--- src/rtl/fir_pkg.sv ---
// Shared constants, types and helpers for the time-multiplexed FIR sequencer
// and the parallel low-pass filter it replaces.
package fir_pkg;

    localparam int N_SAMPLES = 256;
    localparam int TAPS      = 50;
    localparam int FRAC_BITS = 14;
    localparam int ACC_W     = 32;
    localparam int ADDR_W    = $clog2(N_SAMPLES);
    localparam int CIDX_W    = $clog2(TAPS);

    typedef logic signed [ACC_W-1:0] acc_t;

    typedef enum logic [1:0] {
        IDLE,
        ISSUE,
        DRAIN,
        WRITE
    } state_t;

    // Saturate a shifted accumulator into the unsigned 8-bit output range.
    function automatic logic [7:0] clamp_u8(input acc_t value);
        if (value < acc_t'(0))
            return 8'd0;
        else if (value > acc_t'(255))
            return 8'hFF;
        else
            return value[7:0];
    endfunction

endpackage

--- src/rtl/fir_frame_sequencer_if.sv ---
// Frame handshake plus sample, coefficient and output memory ports of the
// FIR sequencer, seen from the sequencer (master) and its environment (slave).
interface fir_frame_sequencer_if;
    import fir_pkg::*;

    logic                     start_flg;
    logic                     busy;
    logic                     rdy_flg;
    logic [ADDR_W-1:0]        smp_addr;
    logic [7:0]               smp_data;
    logic [CIDX_W-1:0]        coef_idx;
    logic signed [15:0]       coef_data;
    logic                     out_we;
    logic [ADDR_W-1:0]        out_addr;
    logic [7:0]               out_data;

    modport master (
        input  start_flg,
        input  smp_data,
        input  coef_data,
        output busy,
        output rdy_flg,
        output smp_addr,
        output coef_idx,
        output out_we,
        output out_addr,
        output out_data
    );

    modport slave (
        output start_flg,
        output smp_data,
        output coef_data,
        input  busy,
        input  rdy_flg,
        input  smp_addr,
        input  coef_idx,
        input  out_we,
        input  out_addr,
        input  out_data
    );

endinterface

--- src/rtl/fir_mac_unit.sv ---
// Multiply-accumulate datapath: Q2.14 accumulate of unsigned samples times
// signed coefficients, with arithmetic shift and clamp to an 8-bit result.
module fir_mac_unit
    import fir_pkg::*;
(
    input  logic               clk,
    input  logic               rst,
    input  logic               valid,
    input  logic               clr,
    input  logic [7:0]         smp,
    input  logic signed [15:0] coef,
    output logic [7:0]         result
);

    acc_t acc;
    acc_t product;
    acc_t acc_sum;

    // result reflects the accumulator including this cycle's product, so the
    // sequencer can register it on the same edge the final tap lands.
    always_comb begin
        product = acc_t'($signed({1'b0, smp})) * acc_t'(coef);
        acc_sum = valid ? acc + product : acc;
    end

    always_ff @(posedge clk) begin
        if (rst)
            acc <= '0;
        else if (clr)
            acc <= '0;
        else
            acc <= acc_sum;
    end

    assign result = clamp_u8(acc_sum >>> FRAC_BITS);

endmodule

--- src/rtl/fir_frame_sequencer.sv ---
// Walks samples and taps of a 256-sample frame through one shared MAC,
// writing one clamped result per sample and owning the start/ready handshake.
module fir_frame_sequencer
    import fir_pkg::*;
(
    input  logic                  clk,
    input  logic                  rst,
    fir_frame_sequencer_if.master bus
);

    state_t              state;
    logic [ADDR_W-1:0]   i;
    logic [ADDR_W-1:0]   smp_addr_q;
    logic [CIDX_W-1:0]   coef_idx_q;
    logic                tap_vld;
    logic                busy_q;
    logic                rdy_q;
    logic                out_we_q;
    logic [ADDR_W-1:0]   out_addr_q;
    logic [7:0]          out_data_q;
    logic [7:0]          mac_result;
    logic                last_tap;

    // coef_idx_q doubles as the tap counter j; smp_addr_q tracks i-j alongside it.
    assign last_tap = (coef_idx_q == CIDX_W'(TAPS - 1)) ||
                      (ADDR_W'(coef_idx_q) == i);

    always_ff @(posedge clk) begin
        if (rst) begin
            state      <= IDLE;
            i          <= '0;
            smp_addr_q <= '0;
            coef_idx_q <= '0;
            tap_vld    <= 1'b0;
            busy_q     <= 1'b0;
            rdy_q      <= 1'b0;
            out_we_q   <= 1'b0;
            out_addr_q <= '0;
            out_data_q <= '0;
        end else begin
            tap_vld <= (state == ISSUE);
            case (state)
                IDLE: begin
                    if (bus.start_flg) begin
                        state      <= ISSUE;
                        rdy_q      <= 1'b0;
                        busy_q     <= 1'b1;
                        i          <= '0;
                        smp_addr_q <= '0;
                        coef_idx_q <= '0;
                    end
                end
                ISSUE: begin
                    if (last_tap) begin
                        state      <= DRAIN;
                        smp_addr_q <= '0;
                        coef_idx_q <= '0;
                    end else begin
                        smp_addr_q <= smp_addr_q - ADDR_W'(1);
                        coef_idx_q <= coef_idx_q + CIDX_W'(1);
                    end
                end
                DRAIN: begin
                    state      <= WRITE;
                    out_we_q   <= 1'b1;
                    out_addr_q <= i;
                    out_data_q <= mac_result;
                end
                WRITE: begin
                    out_we_q <= 1'b0;
                    if (i == ADDR_W'(N_SAMPLES - 1)) begin
                        state  <= IDLE;
                        busy_q <= 1'b0;
                        rdy_q  <= 1'b1;
                    end else begin
                        state      <= ISSUE;
                        i          <= i + ADDR_W'(1);
                        smp_addr_q <= i + ADDR_W'(1);
                        coef_idx_q <= '0;
                    end
                end
                default: state <= IDLE;
            endcase
        end
    end

    fir_mac_unit u_mac (
        .clk    (clk),
        .rst    (rst),
        .valid  (tap_vld),
        .clr    (state == WRITE),
        .smp    (bus.smp_data),
        .coef   (bus.coef_data),
        .result (mac_result)
    );

    assign bus.busy     = busy_q;
    assign bus.rdy_flg  = rdy_q;
    assign bus.smp_addr = smp_addr_q;
    assign bus.coef_idx = coef_idx_q;
    assign bus.out_we   = out_we_q;
    assign bus.out_addr = out_addr_q;
    assign bus.out_data = out_data_q;

endmodule

--- src/flat_wrapper.sv ---
// flat-port wrapper written by rule: the top's interface ports become plain ports
module fir_frame_sequencer_flat import fir_pkg::*;
  (clk, rst, bus_start_flg, bus_smp_data, bus_coef_data, bus_busy, bus_rdy_flg, bus_smp_addr, bus_coef_idx, bus_out_we, bus_out_addr, bus_out_data);
  fir_frame_sequencer_if bus_i ();
  input  logic clk;
  input  logic rst;
  input wire logic [$bits(bus_i.start_flg)-1:0] bus_start_flg;
  input wire logic [$bits(bus_i.smp_data)-1:0] bus_smp_data;
  input wire logic [$bits(bus_i.coef_data)-1:0] bus_coef_data;
  output wire logic [$bits(bus_i.busy)-1:0] bus_busy;
  output wire logic [$bits(bus_i.rdy_flg)-1:0] bus_rdy_flg;
  output wire logic [$bits(bus_i.smp_addr)-1:0] bus_smp_addr;
  output wire logic [$bits(bus_i.coef_idx)-1:0] bus_coef_idx;
  output wire logic [$bits(bus_i.out_we)-1:0] bus_out_we;
  output wire logic [$bits(bus_i.out_addr)-1:0] bus_out_addr;
  output wire logic [$bits(bus_i.out_data)-1:0] bus_out_data;
  assign bus_i.start_flg = bus_start_flg;
  assign bus_i.smp_data = bus_smp_data;
  assign bus_i.coef_data = bus_coef_data;
  assign bus_busy = bus_i.busy;
  assign bus_rdy_flg = bus_i.rdy_flg;
  assign bus_smp_addr = bus_i.smp_addr;
  assign bus_coef_idx = bus_i.coef_idx;
  assign bus_out_we = bus_i.out_we;
  assign bus_out_addr = bus_i.out_addr;
  assign bus_out_data = bus_i.out_data;
  fir_frame_sequencer u_core (.clk(clk), .rst(rst), .bus(bus_i));
endmodule
--- config.mk ---
export PLATFORM = sky130hd
export DESIGN_NAME = fir_frame_sequencer_flat
export DESIGN_NICKNAME = d
export VERILOG_FILES = /design/src/rtl/fir_pkg.sv /design/src/rtl/fir_frame_sequencer_if.sv /design/src/rtl/fir_mac_unit.sv /design/src/rtl/fir_frame_sequencer.sv /design/src/flat_wrapper.sv
export SDC_FILE = /design/constraint.sdc
export NUM_CORES = 1
export LEC_CHECK = 0
export ABC_AREA = 1
export ABC_CLOCK_PERIOD_IN_PS = 6500
export BUFFER_PORTS_ARGS = -buffer_cell sky130_fd_sc_hd__buf_2
export CAP_MARGIN = 10
export CORE_MARGIN = 2
export CORE_UTILIZATION = 45
export CTS_CLUSTER_SIZE = 12
export DETAILED_ROUTE_END_ITERATION = 12
export SYNTH_ARGS = -nofsm -noshare
export SYNTH_HDL_FRONTEND = slang
export SYNTH_HIERARCHICAL = 1
export SYNTH_SLANG_ARGS = --single-unit
--- constraint.sdc ---
create_clock -name clk -period 6.5 [get_ports clk]
set_input_delay 0.325 -clock clk [delete_from_list [all_inputs] [get_ports clk]]
set_output_delay 0.325 -clock clk [all_outputs]
set_load 0.02 [all_outputs]
==> impl_metrics.ini <==
[sta]
fin_worst_skew_ns = 0.00579
worst_slew_pin_slew_ns = 0.877
setup_ws_ns = 0.839
final.setup.tns_ns = 0
fmax_mhz = 177
grt_setup_unrepaired = false
hold_viol = 0
setup_viol = 0
post-route-period-util = 0.871
fin_crit_ns = 5.66
slew_viol_final = 0
relSlewSlack = 0.415

[global_route]
grt_pass1_vias = 8477
overflow = 0
grt_max_degree = 45
antenna_found_initial = 1
grtUsageTotal = 0.219
grt_pass1_wl_mm = 42.8

[cells_and_area]
fin_area_um2 = 11400
layout-drive-gt1-share = 0.0973
final_nets = 1800
syn_to_final_growth_pct = 7.70
area.sequential_um2 = 1520
fill_cells = 2417
multiInputGateArea_um2 = 7290

[worst_setup_path]
crit_required_ns = 6.74
worstSetupPathType = primary input to flop
critical_path.endpoint_type = flop
path_max_fanout = 8
arrival_ns = 5.90
startpoint_type = primary input

[die]
die_y_um = 157
io-pin-count = 60
initial_utilization = 0.455
die_w_um = 157
core_area_um2 = 23300
die_area_um2 = 24800
row_count = 56

[clock_network]
postCtsSetupBuffers = 0
path_clk_slew_ns = 0.07
worstSkewPairLatency_ns = 0.35
numCtsBuffers = 9
htree_levels = 3
cts_hold_buf = 0
cts_tree = yes
cts_resized = 0
clockBufferDepth = 2
cts.sinks = 76
clock-root-buffer = clkbuf_16

[yosys]
yosysTopAreaCell = fa_1
synthTopCellsByArea = fa_1 25%, nand2_1 15%, inv_1 14%
ys_seq_elements = 76
yosysSeqAreaShare = 0.144
synth_edf_count = 0
synth_most_common_cell = nand2_1
synthFlopType = dfxtp_1
netlist_area_um2 = 10600
synthesis.instances = 1542
syn_avg_cell_area_um2 = 6.86
ys_async_sr_fraction = 0
synth_nets = 1775
yosys.cell_types.count = 38
synth_top_area_frac = 0.250
yosysWarnings = 6
synth.top_cells.by_count = 431 x nand2_1, 406 x inv_1, 132 x fa_1

[routing]
num_vias = 8735
drc = 0
drtPass1Iterations = 5
route.detailed.wl_per_inst_um = 13.3
routed_wl_mm = 25.1
drtIter0Drc = 440
viasPerCell = 4.62
ant_nets = 0

[placed_design]
port_buffers = 59
placed_cell_area_um2 = 11100
dp_slack_ns = 0.524
gp_congestion = 0.919
post-dp-hpwl_mm = 20.6

[run]
maxCapViolCount = 0

[outcome]
run_status = complete, no violations

[min_path]
hp-class = primary input to flop
[routing by layer]
metal / routed length [um] / GRT usage / part of all wire
met1: 12000 / 0.305 / 0.48
met2: 11800 / 0.365 / 0.47
met3: 922 / 0.0245 / 0.037
met4: 403 / 0.0528 / 0.016
met5: 0 / 0 / 0
[layout by cell type (no fill, tap or decap), types with 2 or more instances in the layout]
| master | Yosys | layout |
|---|---|---|
| nand2_4 | 6 | 6 |
| nor3_1 | 6 | 6 |
| nor3_2 | 2 | 2 |
| clkbuf_16 | 0 | 9 |
| nor2_8 | 2 | 2 |
| nor2_1 | 101 | 101 |
| fa_1 | 132 | 132 |
| a21oi_1 | 56 | 56 |
| a31oi_1 | 3 | 3 |
| xnor2_1 | 10 | 10 |
| o21ai_0 | 41 | 41 |
| inv_1 | 406 | 406 |
| nand3_1 | 49 | 49 |
| inv_2 | 5 | 5 |
| o21bai_1 | 4 | 4 |
| nand4_1 | 7 | 7 |
| xor2_1 | 17 | 17 |
| nand2_1 | 431 | 431 |
| nor2_2 | 8 | 8 |
| ha_1 | 74 | 74 |
| dfxtp_1 | 76 | 76 |
| buf_4 | 0 | 6 |
| a21oi_2 | 3 | 3 |
| nand3_2 | 9 | 9 |
| nand2_2 | 24 | 24 |
| nor2_4 | 6 | 6 |
| o21ai_2 | 2 | 2 |
| buf_2 | 2 | 59 |
| o21ai_1 | 3 | 3 |
| nand3b_4 | 2 | 2 |
| inv_6 | 0 | 3 |
[through the flow]
step / cells / hold slack [ns] / util
finish: 1892 / 0.333 / 0.490
global route: 1891 / 0.348 / 0.490
CTS: 1891 / 0.321 / 0.490
detailed placement: 1875 / 0.461 / 0.477
global placement: 1875 / 0.457 / 0.477
floorplan: 1542 / 0.394 / -
[sequential cells by signal (all words and copies together), names as in the netlist]
register,count
u_core/bus.coef_idx,6
u_core/bus.smp_addr,8
u_core/u_mac/acc,32
u_core/bus.busy,1
u_core/i,8
u_core/tap_vld,1
u_core/bus.out_we,1
u_core/bus.out_data,8
u_core/state,2
u_core/bus.out_addr,8
u_core/bus.rdy_flg,1
[worst max-delay path, cell delays in order]
cell and delay, ns:
buf_2 0.16, nand2_1 0.14, fa_1 0.73, inv_1 0.10
fa_1 0.56, inv_1 0.11, fa_1 0.56, fa_1 0.80
fa_1 0.49, inv_1 0.07, ha_1 0.26, a21oi_1 0.23
nor2_1 0.06, nor2_1 0.10, nand2_1 0.06, a21oi_1 0.22
nand2_1 0.08, nand2_1 0.08, nand3_2 0.06, nand2_2 0.10
nand2_4 0.07, nor2_8 0.16, nand3_1 0.09, nand2_1 0.09
inv_1 0.04, nor2_1 0.09, nor2_1 0.06
[cell families after synthesis]
group	share of synthesized area
and+or+nand+nor	0.274
buffers and inverters	0.167
adders and majority gates	0.337
AOI/OAI and AO/OA	0.0560
DFF	0.144
xor gates and xnor gates	0.0223
[final timing paths]
kind                                startpoint                             endpoint  slack (ns)  cells after the start
max                          bus_coef_data[15]  u_core/bus.out_data[0]$_SDFFE_PP0P_        0.84                     27
min                                        rst            u_core/tap_vld$_SDFF_PP0_        0.33                      2
max reg2reg  u_core/u_mac/acc[13]$_SDFFE_PP0P_  u_core/bus.out_data[0]$_SDFFE_PP0P_        3.38                     17
min reg2reg   u_core/u_mac/acc[0]$_SDFFE_PP0P_     u_core/u_mac/acc[0]$_SDFFE_PP0P_        0.47                      2
[cell type report]
class | count | area share
Antenna cell | 1 | 0.000220
Clock buffer | 10 | 0.0210
Clock inverter | 6 | 0.00472
Inverter | 412 | 0.136
Multi-Input combinational cell | 1003 | 0.640
Sequential cell | 76 | 0.134
Tap cell | 319 | 0.0350
Timing Repair Buffer | 65 | 0.0299
Power is left out: the tool's default activity adds up to more than one toggle a clock period on the data nets, which glitch-free logic cannot reach.
